$ cat src/rtl/th_fetch_resp.sv
// Fetch-side responder: answers lookups from a two-bank line store and refills
// the LRU bank from instruction memory on a miss, then reports the new tag.
module th_fetch_resp #(
  parameter int TAG_W  = 7,
  parameter int OFS_W  = 3,
  parameter int PC_W   = 10,
  parameter int DATA_W = 32
) (
  input  logic              clock,
  input  logic              reset_n,
  input  logic              enable_i,
  input  logic              if_lookup_i,
  input  logic [PC_W-1:0]   if_pc_i,
  input  logic [TAG_W-1:0]  if_tag0_i,
  input  logic [TAG_W-1:0]  if_tag1_i,
  input  logic              if_vld0_i,
  input  logic              if_vld1_i,
  output logic              if_ack_o,
  output logic              if_hit_o,
  output logic              if_packed_o,
  output logic [DATA_W-1:0] if_instr_o,
  output logic              is_busy_o,
  output logic              is_update_o,
  output logic [TAG_W-1:0]  is_newtag_o,
  output logic              is_lru_no,
  output logic              is_bank_o,
  output logic              mem_req_o,
  output logic [PC_W-1:0]   mem_addr_o,
  input  logic              mem_ack_i,
  input  logic [DATA_W-1:0] mem_data_i
);

  localparam int LINE_WORDS = 2 ** OFS_W;

  typedef enum logic [1:0] {IDLE, RESP, FILL, UPDATE} state_t;

  state_t              state_q, state_d;
  logic [PC_W-1:0]     pc_q, pc_d;
  logic [OFS_W-1:0]    cnt_q, cnt_d;
  logic                lru_q, lru_d;
  logic                victim_q, victim_d;
  logic                ack_q, ack_d;
  logic                hit_q, hit_d;
  logic [DATA_W-1:0]   instr_q, instr_d;
  logic                busy_q, busy_d;
  logic                update_q, update_d;
  logic [TAG_W-1:0]    newtag_q, newtag_d;
  logic                bank_q, bank_d;
  logic                req_q, req_d;

  logic [DATA_W-1:0]   ram_q [2*LINE_WORDS];
  logic                ram_we;
  logic [OFS_W:0]      rd_idx;
  logic [OFS_W:0]      wr_idx;

  logic                hit0;
  logic                hit1;
  logic                lookup_go;

  // Handshake: the fetch unit holds if_lookup_i until if_ack_o, a one-cycle
  // pulse the cycle after acceptance; mem_req_o stays high, with mem_addr_o
  // stable, until mem_ack_i is seen for that word.
  assign hit0      = if_vld0_i && (if_tag0_i == if_pc_i[PC_W-1:OFS_W]);
  assign hit1      = if_vld1_i && (if_tag1_i == if_pc_i[PC_W-1:OFS_W]);
  assign lookup_go = if_lookup_i && enable_i && !busy_q;
  // Bank 0 wins when both tags match.
  assign rd_idx    = {~hit0, if_pc_i[OFS_W-1:0]};
  assign wr_idx    = {victim_q, cnt_q};

  always_comb begin
    state_d  = state_q;
    pc_d     = pc_q;
    cnt_d    = cnt_q;
    lru_d    = lru_q;
    victim_d = victim_q;
    ack_d    = ack_q;
    hit_d    = hit_q;
    instr_d  = instr_q;
    busy_d   = busy_q;
    update_d = update_q;
    newtag_d = newtag_q;
    bank_d   = bank_q;
    req_d    = req_q;
    ram_we   = 1'b0;
    case (state_q)
      IDLE: begin
        if (lookup_go) begin
          state_d = RESP;
          pc_d    = if_pc_i;
          ack_d   = 1'b1;
          hit_d   = hit0 || hit1;
          if (hit0 || hit1) begin
            instr_d = ram_q[rd_idx];
            lru_d   = hit0;
          end else begin
            instr_d  = '0;
            busy_d   = 1'b1;
            victim_d = lru_q;
          end
        end
      end
      RESP: begin
        if (enable_i) begin
          ack_d = 1'b0;
          hit_d = 1'b0;
          if (hit_q) begin
            state_d = IDLE;
          end else begin
            state_d = FILL;
            req_d   = 1'b1;
            cnt_d   = '0;
          end
        end
      end
      FILL: begin
        // A returning word is taken even while stalled so memory never loses data.
        if (mem_ack_i) begin
          ram_we = 1'b1;
          cnt_d  = cnt_q + 1'b1;
          if (&cnt_q) begin
            req_d    = 1'b0;
            update_d = 1'b1;
            newtag_d = pc_q[PC_W-1:OFS_W];
            bank_d   = victim_q;
            lru_d    = ~victim_q;
            state_d  = UPDATE;
          end
        end
      end
      UPDATE: begin
        if (enable_i) begin
          update_d = 1'b0;
          busy_d   = 1'b0;
          state_d  = IDLE;
        end
      end
      default: state_d = IDLE;
    endcase
  end

  always_ff @(posedge clock) begin
    if (!reset_n) begin
      state_q  <= IDLE;
      pc_q     <= '0;
      cnt_q    <= '0;
      lru_q    <= 1'b0;
      victim_q <= 1'b0;
      ack_q    <= 1'b0;
      hit_q    <= 1'b0;
      instr_q  <= '0;
      busy_q   <= 1'b0;
      update_q <= 1'b0;
      newtag_q <= '0;
      bank_q   <= 1'b0;
      req_q    <= 1'b0;
    end else begin
      state_q  <= state_d;
      pc_q     <= pc_d;
      cnt_q    <= cnt_d;
      lru_q    <= lru_d;
      victim_q <= victim_d;
      ack_q    <= ack_d;
      hit_q    <= hit_d;
      instr_q  <= instr_d;
      busy_q   <= busy_d;
      update_q <= update_d;
      newtag_q <= newtag_d;
      bank_q   <= bank_d;
      req_q    <= req_d;
    end
  end

  // Line storage is deliberately not cleared by reset.
  always_ff @(posedge clock) begin
    if (reset_n && ram_we) begin
      ram_q[wr_idx] <= mem_data_i;
    end
  end

  assign if_ack_o    = ack_q;
  assign if_hit_o    = hit_q;
  assign if_instr_o  = instr_q;
  assign if_packed_o = instr_q[DATA_W-1];
  assign is_busy_o   = busy_q;
  assign is_update_o = update_q;
  assign is_newtag_o = newtag_q;
  assign is_lru_no   = ~lru_q;
  assign is_bank_o   = bank_q;
  assign mem_req_o   = req_q;
  assign mem_addr_o  = {pc_q[PC_W-1:OFS_W], cnt_q};

endmodule

$ cat config.mk
export PLATFORM = sky130hd
export DESIGN_NAME = th_fetch_resp
export DESIGN_NICKNAME = d
export VERILOG_FILES = /design/src/rtl/th_fetch_resp.sv
export SDC_FILE = /design/constraint.sdc
export NUM_CORES = 1
export LEC_CHECK = 0
export BUFFER_PORTS_ARGS = -buffer_cell sky130_fd_sc_hd__buf_2
export CORE_ASPECT_RATIO = 1.5
export CORE_MARGIN = 5
export CORE_UTILIZATION = 39
export CTS_CLUSTER_DIAMETER = 30
export CTS_CLUSTER_SIZE = 40
export DETAILED_ROUTE_END_ITERATION = 12
export GPL_TIMING_DRIVEN = 1
export PLACE_DENSITY = 0.65
export SLEW_MARGIN = 20
export SYNTH_ARGS = -nofsm -noshare
export SYNTH_HDL_FRONTEND = slang
export SYNTH_SLANG_ARGS = --single-unit
$ cat constraint.sdc
create_clock -name clock -period 3.6 [get_ports clock]
set_clock_uncertainty 0.1 [all_clocks]
set_input_delay 0.36 -clock clock [delete_from_list [all_inputs] [get_ports clock]]
set_output_delay 0.36 -clock clock [all_outputs]
set_load 0.01 [all_outputs]
# [Word level (Yosys, flattened, before mapping)]
# Memories as Yosys holds them, arrays and structs flattened.
# Index checks and enable logic that the tools add are counted.
[word_totals] reg_bits=62 ram_bits=512 input_bits=63 out_inout_bits=57 word_cells=93 memories=1
[mem_list] name="ram_q" words=16 word_bits=32 rd=1 rd_ports_with_merged_regs=0 write_ports=1 line="51" source="logic [DATA_W-1:0] ram_q [2*LINE_WORDS];"
[op_classes] addsub=1 eq_ne=13 mux=37 n_bitwise=4 reduce_logical=24
[ops] cell="two-way mux 32 bit" count=1
[ops] cell="AND reduction 5 bit" count=4
[ops] cell="two-way mux 1 bit" count=19
[ops] cell="!= test 2 bit (second input constant)" count=8
[ops] cell="equality test 7 bit" count=2
[ops] cell="two-way mux 2 bit" count=6
[ops] cell="case mux 1 bit (2 select lines)" count=6
[ops] cell="AND reduction 4 bit" count=3
[ops] cell="nonzero test 2 bit" count=5
[ops] cell="two-way mux 3 bit" count=3
[ops] cell="AND reduction 3 bit" count=3
[ops] cell="case mux 2 bit (4 select lines)" count=1
[ops] cell="case mux 3 bit (2 select lines)" count=1
[ops] cell="logical AND 1 bit" count=5
[ops] cell="equality test 2 bit (second input constant)" count=2
[ops] cell="NOT 1 bit" count=4
[ops] cell="adder 3 x 1 -> 3 bit (second input constant)" count=1
[ops] cell="equality test 2 x 1 -> 1 bit (second input constant)" count=1
[ops] cell="zero test 2 bit" count=1
[ops] cell="AND reduction 2 bit" count=1
[ops] cell="zero test 1 bit" count=1
[ops] cell="logical OR 1 bit" count=1

# [Depth between registers and ports, before layout]
[logic_depth] ltp_word=6 depth_mapped=8 depth_no_buf=7

# [Worst setup path after synthesis]
# OpenSTA, ideal clock, no wires.
[synth_path] path_kind="register to register" from="register state_q[0]" to="memory ram_q[0][0] (enable)" setup_ns=0.461 t_arrival_ns=3.336 required_time_ns=3.039 slack_ns=-0.297 path_stages_with_launch=7 n_path_buf=1 synth_period_minus_slack_ns=3.897 path_cell_list="dfxtp_1 > clkbuf_1 > nor2b_1 > nand2_1 > nor2_1 > nand2_1 > nor3_1"
[synth_via] elab_chain_len=5
[synth_rtl] element="from (decl)" line="37" source="state_t state_q, state_d;"
[synth_rtl] element="from (signal assigned)" line="157" source="state_q <= state_d;"
[synth_rtl] element="equality test 2 bit" line="85" source="case (state_q)"
[synth_rtl] element="two-way mux 1 bit" line="85"
[synth_rtl] element="logical AND 1 bit" line="175" source="if (reset_n && ram_we) begin"
[synth_rtl] element="two-way mux 1 bit" line="175"
[synth_rtl] element="two-way mux 1 bit (not written as such)" line="176" source="ram_q[wr_idx] <= mem_data_i;"
[synth_rtl] element="to (decl)" line="51"
# Every way passes these cells.

# [Final worst setup path]
[layout_path] from="input if_pc_i[7]" to="register instr_q[31], in the netlist if_instr_o[31]"
[layout_via] elab_chain_len=5 elab_cells_between_ends=8 classes_between="2 x eq/ne; 1 x mux; 1 x bitwise; 3 x reduce/logical; 1 x memory"
[layout_rtl] element="from (decl)" line="13" source="input logic [PC_W-1:0] if_pc_i,"
[layout_rtl] element="equality test 7 bit" line="63" source="assign hit0 = if_vld0_i && (if_tag0_i == if_pc_i[PC_W-1:OFS_W]);"
[layout_rtl] element="logical AND 1 bit" line="63"
[layout_rtl] element="NOT 1 bit" line="67" source="assign rd_idx = {~hit0, if_pc_i[OFS_W-1:0]};"
[layout_rtl] element="memory read (16 x 32 bit)"
[layout_rtl] element="two-way mux 32 bit (*)" line="92" source="if (hit0 || hit1) begin"
[layout_rtl] element="to (signal assigned)" line="164" source="instr_q <= instr_d;"
[layout_rtl] element="to (decl)" line="44" source="logic [DATA_W-1:0] instr_q, instr_d;"
# Mark *: on every way between the ends. The rest lies on a longest branch, timed or not.
# A chain may end at the register's enable or synchronous reset.

==> metrics.md <==
| Metric | Value |
|---|---|
| Syn Inst Count | 1109 |
| Post-Syn Area | between 20000 and 25000 µm² |
| Crit path arrival time | 3300 ps |
| Num CTS Buffers | 71 |
| Worst vdd ir | slightly below 0.3 mV |
| Die span in x | 204 µm |
| Drt drc | 0 |
| I/O Pins | 120 |
| Global Route Usage Sum | 0.178 |
| Final count of negative-setup-slack endpoints | 0 |
| Pleak | 8.66 nW |
| Hold_sp | mem_ack_i |
| Grt ovf | 0 |
| Area grow syn2layout | 19.7% |
| Fraction of layout cells with a size suffix above 1 | 0.331 |
| Post-Syn Area per Cell | 19.8 µm² |
| Non-filler instance count after layout | 2042 |
| Core ar. | around 56000 µm² |
| CP required | 3990 ps |
| Root Buffer | clkbuf_16 |
| Top_reg_cell synth | edfxtp_1 |
| Worst flop-to-flop path endpoint | ram_q[12][30] |
| Register area share after synthesis | 0.756 |
| Initial antenna violation count | 0 |
| Clock Power Share | 0.478 |
| Power density over cell area | approximately 570 nW/µm² |
| Number of diodes | 0 |
| Switching share of total power | 0.215 |
| Max-slew violations | 0 |
| Tightest Pin Transition | 923 ps |
| GPL Wtd Cong | 0.787 |
| Clock Latency Late Sink | 590 ps |
| Row count | between 100 and 150 |
| Clk slew on worst S/H paths | ~60 ps |
| Nets | 1351 |
| Global-route wire length before repair | 81.1 mm |
| Final Hold Vio Count | 0 |
| Relative slew slack | 0.383 |
| Post-placement cell count | 1903 |
| Setup TNS | 0 ps |
| Worst R2R Setup Slack | approximately 800 ps |
| Seq cells post-synth | 571 |
| WL final | 54.1 mm |
| Vias in the first global route | 12300 |
| Fin crit period | 2920 ps |
| Final period utilization | 0.811 |
| Clock buffer depth | 3 |
| Hold Path Class | in -> reg |
| Port buffer count | 119 |
| Post-route ant nets | 0 |
| EDFF count, synth | ~510 |
| F_max | approximately 0.34 GHz |
| RSZ-0062 raised after global routing | false |
| CP endpoint kind | flop |
| Post-CTS Setup Inserts | 0 |
| Critical path startpoint | if_pc_i[7] |
| Critical path class | in -> reg |
| Total power | 0.0150 W |
| Crit start category | primary input |
| WL/cell | 26.5 µm |
| # clock sinks | around 570 |
| H-tree Lvls | 3 |
| NetSw | ~0.0032 W |
| Max-cap violation count | 0 |
| Post-DP HPWL | 33.1 mm |
| Power Internal | 0.0118 W |
| Largest net degree at the start of global routing | 61 |
| Synth cell types | 38 |
| Hold Path Depth | 4 |
| Outcome | completed |
| Worst-path maximum fanout | 13 |
| Combinational power share | 0.040 |
| Initial drt markers | 1064 |
| Most frequent cells in the layout | 512 x edfxtp_1, 128 x mux4_2, 117 x buf_2, 74 x clkbuf_16, 65 x nand3_1 |
| Via count of the routed design | 11500 |
| Drt pass-1 iters | 5 |
| Die area | slightly above 60000 µm² |
| Syn Nets | 1177 |
| Reg power frac | 0.482 |
| Yosys warns | 0 |
| Post-CTS Resized | 0 |
| Die Ht | around 300 µm |
| CTS tree | yes |
| Commonest non-fill, non-tap cell in the layout | edfxtp_1 |
| Ys async rst share | 0 |
| Initial Util | 0.393 |
| Via/cell ratio | 5.62 |
| WHS Endpoint | mem_req_o |
| Reg2reg path depth | 6 |
-- cells in the mapped netlist (17+ instances only) --
library cell | count | area, µm²
edfxtp_1 | 512 | 15400
nand2_1 | 28 | 105
o21ai_0 | 35 | 175
dfxtp_1 | 59 | 1180
clkbuf_1 | 43 | 161
nand3_1 | 65 | 325
a211o_1 | 30 | 263
mux4_2 | 128 | 2880
a21oi_1 | 17 | 85.1
a32o_1 | 30 | 300
nor2_1 | 32 | 120
and3_1 | 31 | 194
-- worst max-delay path by stage --
stage	endpoint	slack (ps)	cells past startpoint
CTS	if_instr_o[31]	740	8
global route	if_instr_o[31]	560	8
floorplan	ram_q[12][0]	560	6
global placement	if_instr_o[31]	610	7
detailed placement	if_instr_o[31]	690	7
finish	if_instr_o[31]	680	8
-- sequential cells by signal (all words and copies together), names as in the netlist, named ones only --
name / cells
ram_q: 512
if_instr_o: 32
is_newtag_o: 7
pc_q: 7
cnt_q: 3
if_ack_o: 1
if_hit_o: 1
is_bank_o: 1
is_busy_o: 1
is_update_o: 1
lru_q: 1
mem_req_o: 1
state_q: 1
victim_q: 1
-- per-layer routing --
metal,share of wire,global-route usage
met5,0,0
met4,0.036,0.0686
met3,0.054,0.0362
met2,0.54,0.322
met1,0.37,0.207
-- per-stage QoR --
stage	setup WS (ps)	util	cell area, µm²	hold WS [ps]
finish	682	0.471	26200	40.1
global route	556	0.471	26200	63.2
CTS	745	0.471	26200	12.2
detailed placement	687	0.425	23700	354
global placement	614	0.425	23700	353
floorplan	559	-	21900	359
-- power by group through the flow --
stage	Clock [W]	Combinational (W)	Sequential (W)
after detailed placement	0	0.000603	0.00738
final	0.00719	0.000603	0.00724
after floorplan	0	0.000327	0.00738
after global placement	0	0.000593	0.00738
after global routing	0.00762	0.000647	0.00723
after CTS	0.00730	0.000612	0.00724
-- final cells by class --
cell class | instances | area, µm²
fill | 4619 | 29500
sequential | 571 | 16600
multi-input combinational | 461 | 5150
clock buffer | 87 | 1960
timing repair buffer | 174 | 1170
tap | 702 | 878
clock inverter | 43 | 498
inverter | 4 | 15.0
-- worst max-delay path, stage by stage --
cell and delay, ps:
dlygate4sd3_1 550, buf_2 160, xnor2_1 190, nand4_1 740, buf_4 500, o21ai_0 250
nand3_1 200, a32o_1 340
-- kinds of logic (layout without fill, tap and decap cells) --
kind of cell | after synthesis | in the layout | share of synthesized area
AND/OR/NAND/NOR | 177 | 177 | 0.0400
adder cells (fa/ha/maj) | 5 | 5 | 0.00286
AO/OA/AOI/OAI | 125 | 125 | 0.0421
buffers and inverters | 77 | 308 | 0.0164
multiplexers | 140 | 140 | 0.137
flip-flops | 571 | 571 | 0.756
XOR/XNOR | 14 | 14 | 0.00560
-- what timing repair did --
action | CTS | global route
hold endpoints to repair | 11 | 0
endpoints found under the setup margin | 0 | 0
hold buffers | 9 | 0
Note: power is estimated with default switching activity, not from simulation.
